[src/rtl/fetch_fd.sv]
// Fetch stage and F/D pipeline register: owns the PC, drives the instruction-memory address,
// and hands {IR, PC+1, valid} to decode while handling stalls, redirects and memory wait cycles.
//
// state   | meaning
// BOOT    | first cycle after reset; F/D gets a bubble, PC holds
// RUN     | normal fetch; last cycle accepted, stalled or flushed
// WAIT    | instruction memory not ready last cycle; bubble issued
module fetch_fd #(
  parameter int                 DATA_W   = 32,
  parameter logic [DATA_W-1:0]  RESET_PC = '0,
  parameter logic [DATA_W-1:0]  NOP      = '0
) (
  input  logic              clk,
  input  logic              clr,
  input  logic              stall,
  input  logic              flush,
  input  logic [DATA_W-1:0] redirect_pc,
  output logic [DATA_W-1:0] imem_addr,
  input  logic [DATA_W-1:0] imem_rdata,
  input  logic              imem_valid,
  output logic [DATA_W-1:0] fd_ir,
  output logic [DATA_W-1:0] fd_pc,
  output logic              fd_valid,
  output logic              fetch_busy,
  output logic [31:0]       fetched_cnt,
  output logic [31:0]       bubble_cnt
);

  typedef enum logic [1:0] {
    ST_BOOT = 2'd0,
    ST_RUN  = 2'd1,
    ST_WAIT = 2'd2
  } state_t;

  state_t            state_q, state_d;
  logic [DATA_W-1:0] pc_q, pc_d;
  logic [DATA_W-1:0] fd_ir_q, fd_ir_d;
  logic [DATA_W-1:0] fd_pc_q, fd_pc_d;
  logic              fd_valid_q, fd_valid_d;
  logic [31:0]       fetched_cnt_q, fetched_cnt_d;
  logic [31:0]       bubble_cnt_q, bubble_cnt_d;
  logic [DATA_W-1:0] pc_inc;

  assign pc_inc = pc_q + {{(DATA_W-1){1'b0}}, 1'b1};

  always_comb begin
    state_d       = state_q;
    pc_d          = pc_q;
    fd_ir_d       = fd_ir_q;
    fd_pc_d       = fd_pc_q;
    fd_valid_d    = fd_valid_q;
    fetched_cnt_d = fetched_cnt_q;
    bubble_cnt_d  = bubble_cnt_q;

    if (flush || state_q == ST_BOOT || (!stall && !imem_valid)) begin
      fd_ir_d      = NOP;
      fd_pc_d      = '0;
      fd_valid_d   = 1'b0;
      bubble_cnt_d = bubble_cnt_q + 32'd1;
    end

    if (flush) begin
      pc_d    = redirect_pc;
      state_d = ST_RUN;
    end else if (state_q == ST_BOOT) begin
      state_d = ST_RUN;
    end else if (stall) begin
      state_d = state_q;
    end else if (!imem_valid) begin
      state_d = ST_WAIT;
    end else begin
      fd_ir_d       = imem_rdata;
      fd_pc_d       = pc_inc;
      fd_valid_d    = 1'b1;
      pc_d          = pc_inc;
      fetched_cnt_d = fetched_cnt_q + 32'd1;
      state_d       = ST_RUN;
    end
  end

  always_ff @(posedge clk) begin
    if (clr) begin
      state_q       <= ST_BOOT;
      pc_q          <= RESET_PC;
      fd_ir_q       <= NOP;
      fd_pc_q       <= '0;
      fd_valid_q    <= 1'b0;
      fetched_cnt_q <= '0;
      bubble_cnt_q  <= '0;
    end else begin
      state_q       <= state_d;
      pc_q          <= pc_d;
      fd_ir_q       <= fd_ir_d;
      fd_pc_q       <= fd_pc_d;
      fd_valid_q    <= fd_valid_d;
      fetched_cnt_q <= fetched_cnt_d;
      bubble_cnt_q  <= bubble_cnt_d;
    end
  end

  assign imem_addr   = pc_q;
  assign fd_ir       = fd_ir_q;
  assign fd_pc       = fd_pc_q;
  assign fd_valid    = fd_valid_q;
  assign fetch_busy  = (state_q == ST_WAIT);
  assign fetched_cnt = fetched_cnt_q;
  assign bubble_cnt  = bubble_cnt_q;

endmodule

[config.mk]
export PLATFORM = sky130hd
export DESIGN_NAME = fetch_fd
export DESIGN_NICKNAME = d
export VERILOG_FILES = /design/src/rtl/fetch_fd.sv
export SDC_FILE = /design/constraint.sdc
export NUM_CORES = 1
export LEC_CHECK = 0
export BUFFER_PORTS_ARGS = -buffer_cell sky130_fd_sc_hd__buf_4
export CORE_ASPECT_RATIO = 0.75
export CORE_MARGIN = 1.5
export CORE_UTILIZATION = 35
export DETAILED_ROUTE_END_ITERATION = 12
export PLACE_DENSITY = 0.61
export SYNTH_ARGS = -nofsm -noshare
export SYNTH_HDL_FRONTEND = slang
export SYNTH_SLANG_ARGS = --single-unit
export TNS_END_PERCENT = 50
[constraint.sdc]
create_clock -name clk -period 2.9 [get_ports clk]
set_clock_uncertainty 0.2 [all_clocks]
set_input_delay 0.145 -clock clk [delete_from_list [all_inputs] [get_ports clk]]
set_output_delay 0.145 -clock clk [all_outputs]
set_load 0.01 [all_outputs]
# After elaboration in Yosys (flattened, before gate mapping)
# Index checks and enable logic that the tools add are counted.
[totals]
latch_bits = 0
mem_bits_rw = 0
rom_bits = 0
inputBits = 69
out_inout_bits = 162
register_bits = 163
elab_cells = 51
n_memories = 0
[op_classes]
add_sub_neg = 3
n_shift = 0
div_mod_pow = 0
bitwise = 3
n_eq_ne = 4
n_mul = 0
n_reduce_logical = 10
magnitude_cmp = 0
muxes = 23
[ops]
columns = ["operator", "n"]
rows = [
  ["$mux W32", 14],
  ["$add A32 B1 Y32 const B", 3],
  ["$mux W1", 8],
  ["$reduce_and A4 Y1", 1],
  ["$ne A3 B1 Y1 const B", 1],
  ["$not A1 Y1", 3],
  ["$reduce_and A3 Y1", 1],
  ["$reduce_or A3 Y1", 1],
  ["$eq A2 B2 Y1 const B", 1],
  ["$logic_not A1 Y1", 2],
  ["$logic_not A2 Y1", 1],
  ["$logic_or A1 B1 Y1", 2],
  ["$mux W2", 1],
  ["$ne A2 B1 Y1 const B", 1],
  ["$ne A2 B2 Y1 const B", 1],
  ["$reduce_bool A2 Y1", 1],
  ["$logic_and A1 B1 Y1", 1],
]

# Longest topological paths before layout
# Gate-level depths: netlist of the first run.
[logic_depth]
word_depth = 8
mapped_depth = 8
mapped_depth_nobuf = 6

# Worst setup path before layout of the first run
# Ideal clock, no wire load.
[synth_timing]
path_type = "register -> register"
startpoint = "register pc_q[0] (netlist: imem_addr[0])"
endpoint = "register pc_q[18] (netlist: imem_addr[18])"
synth_period_minus_slack_ns = 2.510
stages_incl_launch_ff = 8
arrival_time_ns = 2.250
n_path_buf = 1
setup_slack_ns = 0.390
required_time_ns = 2.640
path_cell_list = "dfxtp_1 -> ha_1 -> nand3_2 -> or4_1 -> buf_2 -> or4_1 -> a21oi_1 -> a221o_1"
[synth_between]
elab_chain_len = 5
[synth_lines]
columns = ["element", "line_no", "rtl"]
rows = [
  ["start, declared", "36", "logic [DATA_W-1:0] pc_q, pc_d;"],
  ["start signal, assigned", "92", "pc_q <= pc_d;"],
  ["$add A32 B1 Y32", "44", "assign pc_inc = pc_q + {{(DATA_W-1){1'b0}}, 1'b1};"],
  ["$mux W32", "69", "end else if (!imem_valid) begin"],
  ["$mux W32", "67", "end else if (stall) begin"],
  ["$mux W32", "65", "end else if (state_q == ST_BOOT) begin"],
  ["$mux W32", "62", "if (flush) begin"],
]
# No other way between the ends. The select of a mux whose other input is x is not followed.
# A chain may end at the register's enable or synchronous reset.

# Worst setup path after layout of the first run
[layout_timing]
startpoint = "register pc_q[1] (netlist: imem_addr[1])"
endpoint = "register pc_q[18] (netlist: imem_addr[18])"
# Same word-level chain as after synthesis.

==> out/metrics.yaml, run 1 <==
run_status:
  outcome: "complete, no violations"
worst_setup_path:
  path_cells: "ha_1 -> nand3_2 -> or4_1 -> or4_1 -> a21oi_1 -> a221o_1"
  crit_path_top_delay_cell: "or4_1"
  worst-path-buf-inv: 0
  path_common_cell: "or4_1"
  required_ns: 3.06
  endpoint_kind: "register"
  arrival_ns: 2.88
  path_max_fanout: 8
  crit_family: "simple AND/OR/NAND/NOR gates"
  cp_slowest_stage_delay_ns: 0.74
  crit_type: "reg2reg"
  critPathLaunchType: "register"
grt:
  grt_max_degree: 77
  grt_overflow: 0
  grt_pass1_wl_um: 37600
  met2_usage_pct: 32.6
  grt_use_met3_pct: 7.02
  gr-max-usage-layer: "met2"
  grt_pass1_vias: 7046
  antenna_found_initial: 0
  grtUsageTotal_pct: 22.2
  grt.met1_usage_pct: 31.2
sta:
  rsz0062_at_grt: "no"
  relSlewSlack_pct: 26.3
  finalSetupViolations: 0
  slew_violations: 0
  hold_violations: 0
  fin_crit_ns: 2.72
  fin_ws_ns: 0.183
  fin_tns_setup_ns: 0
  fmax_mhz: 368
  hold_slack_ns: 0.0923
  tightest_slew_ns: 1.10
  finalCritPeriodShare_pct: 93.7
routing:
  dr.pass1.iters: 4
  drc: 0
  drt_iter0_drc: 540
  drtAntennaViolNets: 0
  vias: 7309
  vias_per_cell: 5.28
  wl_um: 23600
  drt-wirelength-per-cell_um: 17.1
logic_synthesis:
  synthTopCellsByArea: "dfxtp_1, nor2_1, xor2_1"
  synth_cell_types: 45
  synthArstFlopShare_pct: 0
  synthFlopType: "dfxtp_1"
  postSynthCellCount: 829
  synth_top_area_share_pct: 46.0
  ys_seq_area_share_pct: 46.0
  syn_nets: 901
  synth-warning-count: 0
  syn_area_sq_um: 7100
  yosys.area.top_type: "dfxtp_1"
  ys_ff_latch: 163
  syn_area_per_cell_sq_um: 8.57
  synth_edf_count: 0
clocking:
  path_clk_slew_ns: 0.07
  post_cts_resized: 0
  cts_setup_buffers: 0
  cts_tree: "yes"
  clock-sinks: 163
  cts_root_buffer: "clkbuf_16"
  cts_buffers: 17
  cts_hold_buf: 75
  clockBufferDepth: 2
  clk_latency_ns: 0.43
  cts_max_level: 4
power_and_ir_drop:
  irDropWorstVdd_mv: 0.313
  p_per_area_nw_per_um2: 495
  power_uw: 5180
  p_leak_uw: 0.00421
die:
  die_x_um: 167
  rows: 44
  start_util_pct: 36.2
  io_pins: 231
  dieArea_sq_um: 21200
  core_sq_um: 19600
  die_h_um: 126
layout:
  final_core_util_pct: 53.4
  n_antenna_cell: 0
  drive_above_1_share_pct: 25.6
  fin_nets: 1190
  area_growth_pct: 47.5
placed_design:
  io_buffers: 230
  dp_hpwl_um: 16200
  pre_cts_ws_ns: 0.233
  place_congestion: 0.843
worst_hold_path:
  hold_class: "in2reg"
job:
  cap_violations: 0
[worst paths after layout]
path | start | endpoint | slack [ns] | cells after the start
worst min-delay path | flush | imem_addr[16] | 0.09 | 4
worst min register to register | fd_pc[9] | fd_pc[9] | 0.26 | 2
worst max-delay path | imem_addr[1] | imem_addr[18] | 0.18 | 6
worst max register to register | imem_addr[1] | imem_addr[18] | 0.18 | 6
[kinds of logic after synthesis]
| group | Yosys count | synth area share, % |
|---|---|---|
| AO/OA/AOI/OAI | 167 | 15.4 |
| flip-flops | 163 | 46.0 |
| adder cells (fa/ha/maj) | 3 | 0.529 |
| XOR/XNOR | 80 | 9.87 |
| AND/OR/NAND/NOR | 355 | 25.0 |
| buffers and inverters | 61 | 3.28 |
[flip-flops by register name, indices dropped and copies added (netlist names)]
register     flops
bubble_cnt      32
fd_ir           32
fd_pc           32
fetched_cnt     32
imem_addr       32
state_q          2
fd_valid         1
[per-layer routing]
metal	wire (um)	vias to the layer above	share of wire (%)
met3	1880	25	7.9
met5	0	-	0
met2	10200	265	43
met4	278	0	1.2
li1	-	3552	-
met1	11200	3467	48
[cell usage after synthesis, types with 5 or more instances]
library cell and instances:
o31ai_1 7, and4_1 14, dfxtp_1 163, or4_1 8, a21oi_1 26, o22ai_1 6
and3_1 14, nor2_1 118, o21ai_0 38, nand2_1 62, a211oi_1 6, a31oi_1 11
clkbuf_1 50, nand3_1 41, or3_1 13, a221o_1 5, and2_1 11, a22oi_1 41
nor3_1 13, xnor2_1 36, inv_1 8, nand4_1 34, xor2_1 44, nor4_1 15
a21o_1 6
[cell usage in the layout, fill, tap and decap left out, types with 36 or more instances in the layout]
| cell type | instances |
|---|---|
| buf_4 | 247 |
| dlygate4sd3_1 | 75 |
| a22oi_1 | 41 |
| nand2_1 | 62 |
| nor2_1 | 118 |
| xor2_1 | 44 |
| o21ai_0 | 38 |
| dfxtp_1 | 163 |
| xnor2_1 | 36 |
| nand3_1 | 41 |
[worst min-delay path, cell delays in order]
cell and delay (ns):
buf_4 0.12, buf_4 0.22, nand2_1 0.09, a31oi_1 0.06
[per-stage QoR]
stage	cells	cell area, sq um
2_1_floorplan	829	7100
3_3_place_gp	1277	9110
3_5_place_dp	1277	9110
4_1_cts	1384	10500
5_1_grt	1384	10500
6_report	1384	10500
[final cells by class]
cell class,count,area [sq um]
clock buffers,19,433
clock inverters,13,174
fillers,1828,9130
inverters,8,30.0
multi-input cells,605,3630
flip-flops and latches,163,3260
well taps,253,317
repair buffers,323,2630
[report_power, final]
part / leakage [uW] / switching [uW] / internal, uW / total (uW)
Sequential: 0.00132 / 59.7 / 2280 / 2340
Clock: 0.000291 / 984 / 1380 / 2360
Combinational: 0.00260 / 230 / 254 / 484
(Power assumes the default switching activity.)
==> run 2, diff against run 1 <==
--- a/config.mk
+++ b/config.mk
@@ -7,7 +7,7 @@
 export LEC_CHECK = 0
 export BUFFER_PORTS_ARGS = -buffer_cell sky130_fd_sc_hd__buf_4
 export CORE_ASPECT_RATIO = 0.75
-export CORE_MARGIN = 1.5
+export CORE_MARGIN = 5
 export CORE_UTILIZATION = 35
 export DETAILED_ROUTE_END_ITERATION = 12
 export PLACE_DENSITY = 0.61
==> constraint.sdc (replaced) <==
create_clock -name clk -period 2.9 [get_ports clk]
set_clock_uncertainty 0.2 [all_clocks]
set_input_delay 0.435 -clock clk [delete_from_list [all_inputs] [get_ports clk]]
set_output_delay 0.435 -clock clk [all_outputs]
set_load 0.01 [all_outputs]
==> run 2 against run 1 <==
Net effect: setup slack better by 0.050 ns; global-route usage down 3.0 points; sequential cell count unchanged; sequential power about the same; clock power about the same; first-iteration DRC count down 30%; clock-buffer cell count up 1; fmax up 1.9%; sequential share of layout area up 2.3 points; utilization down 4.9 points.
==> out/metrics.yaml, run 2 (synthesis gave the netlist of run 1 again) <==
run_status:
  outcome: "complete, no violations"
layout:
  drive_above_1_share_pct: 27.7  # +2.2 points
  area_growth_pct: 37.4
  multi_input_area_sq_um: 3620  # -0.21%
  fin_nets: 1119  # -6.0%
  layout_commonest_cell: "buf_4"
  nFillCells: 1951  # +6.7%
  n_antenna_cell: 0  # unchanged
  final_core_util_pct: 48.5  # -4.9 points
  final_cell_mix: "buf_4, dfxtp_1, nor2_1"
  ff_latch_area_sq_um: 3260  # unchanged
worst_setup_path:
  path_max_fanout: 9  # +1
  critPathLaunchType: "register"
  critPathLaunch: "imem_addr[7]"
  crit_type: "reg2reg"
  r2r-start: "imem_addr[7]"
  crit_path_top_delay_cell: "or4_1"
  path_common_cell: "or4_1"
  endpoint_kind: "register"
  worst-path-buf-inv: 0  # unchanged
  path_cells: "nand4_1 -> or4_1 -> or4_1 -> a21oi_1 -> o21bai_1"
  required_ns: 3.04  # -0.02 ns
  arrival_ns: 2.81  # -0.07 ns
  cp_slowest_stage_delay_ns: 0.76  # +0.02 ns
  crit_family: "simple AND/OR/NAND/NOR gates"
placed_design:
  pre_cts_ws_ns: 0.276  # +0.0431 ns
  place_congestion: 0.851  # +0.95%
  io_buffers: 230  # unchanged
  dp_hpwl_um: 17000  # +4.5%
clocking:
  cts_buffers: 17  # unchanged
  clk_latency_ns: 0.42  # about the same
  clock-sinks: 163  # unchanged
  cts_root_buffer: "clkbuf_16"
  path_clk_slew_ns: 0.07  # about the same
  cts_setup_buffers: 0  # unchanged
  cts_max_level: 4  # unchanged
  cts_hold_buf: 0  # -100%
  post_cts_resized: 0  # unchanged
  clockBufferDepth: 2  # unchanged
  cts_tree: "yes"
die:
  die_x_um: 174  # +4.2%
  io_pins: 231  # unchanged
  start_util_pct: 35.3  # -0.90 points
  rows: 45  # +2.3%
  core_sq_um: 20100  # +2.6%
  dieArea_sq_um: 23300  # +10%
  die_h_um: 133  # +5.5%
routing:
  vias: 6945  # -5.0%
  drtAntennaViolNets: 0  # unchanged
  drt_iter0_drc: 378  # -30%
  vias_per_cell: 5.27  # -0.22%
  wl_um: 23200  # -1.8%
  drt-wirelength-per-cell_um: 17.6  # +3.1%
  dr.pass1.iters: 5  # +1
  drc: 0  # unchanged
worst_hold_path:
  hold_class: "in2reg"
  worstHoldStart: "redirect_pc[26]"
grt:
  antenna_found_initial: 0  # unchanged
  grt_pass1_vias: 6609  # -6.2%
  grt_max_degree: 69  # -10%
  grt_overflow: 0  # unchanged
  grtUsageTotal_pct: 19.2  # -3.0 points
  grt_pass1_wl_um: 36400  # -3.1%
job:
  cap_violations: 0  # unchanged
power_and_ir_drop:
  irDropWorstVdd_mv: 0.254  # -19%
  p_leak_uw: 0.00390  # -7.4%
  p_per_area_nw_per_um2: 525  # +6.1%
  power_uw: 5120  # -1.1%
sta:
  rsz0062_at_grt: "no"
  fin_ws_ns: 0.233  # +0.0497 ns
  finalSetupViolations: 0  # unchanged
  relSlewSlack_pct: 24.3  # -2.0 points
  fin_crit_ns: 2.67  # -0.0497 ns
  slew_violations: 0  # unchanged
  hold_violations: 0  # unchanged
  fmax_mhz: 375  # +1.9%
  fin_tns_setup_ns: 0  # unchanged
  hold_slack_ns: 0.0268  # -0.0655 ns
  finalCritPeriodShare_pct: 92.0  # -1.7 points
  tightest_slew_ns: 1.13  # +0.0269 ns
run 2: cell count changes in the layout (fill, tap and decap cells not counted), sizes merged:
cell,change
dlygate4sd3,-75
buf,+4
clkbuf,+1
clkinv,-1
clkinvlp,+1
inv,-1
run 2: where the power goes:
group | leakage, uW | switching (uW) | internal [uW]
logic | 0.00228 | 206 | 185
registers | 0.00132 | 63.4 | 2280
clock network | 0.000296 | 969 | 1420
total | 0.00390 | 1240 | 3890
run 2: final timing paths:
path / slack (ns) / end / depth (start not counted)
setup / recovery: 0.23 / imem_addr[19] / 5
hold / removal: 0.03 / imem_addr[26] / 3
setup reg to reg: 0.23 / imem_addr[19] / 5
hold reg to reg: 0.26 / fd_pc[15] / 2
run 2: area by class of cell:
| cell class | instances | area share, % |
|---|---|---|
| multi-input cells | 605 | 37.1 |
| flip-flops and latches | 163 | 33.5 |
| repair buffers | 252 | 19.4 |
| clock buffers | 20 | 4.68 |
| well taps | 258 | 3.31 |
| clock inverters | 12 | 1.72 |
| inverters | 8 | 0.308 |
run 2: through the flow:
| stage | cell area, sq um | instances |
|---|---|---|
| 2_1_floorplan | 7100 | 829 |
| 3_3_place_gp | 9130 | 1286 |
| 3_5_place_dp | 9130 | 1286 |
| 4_1_cts | 9750 | 1318 |
| 5_1_grt | 9750 | 1318 |
| 6_report | 9750 | 1318 |
run 2: worst min-delay path: stages:
cell and delay, ns:
buf_4 0.08, nand2_1 0.04, nand3_1 0.06
run 2: per-layer routing:
metal,part of all wire [%],up-vias,track usage [%]
li1,-,3409,-
met1,48,3271,27.5
met2,42,254,27.4
met3,9.6,11,7.91
met4,0.44,0,3.65
met5,0,-,0
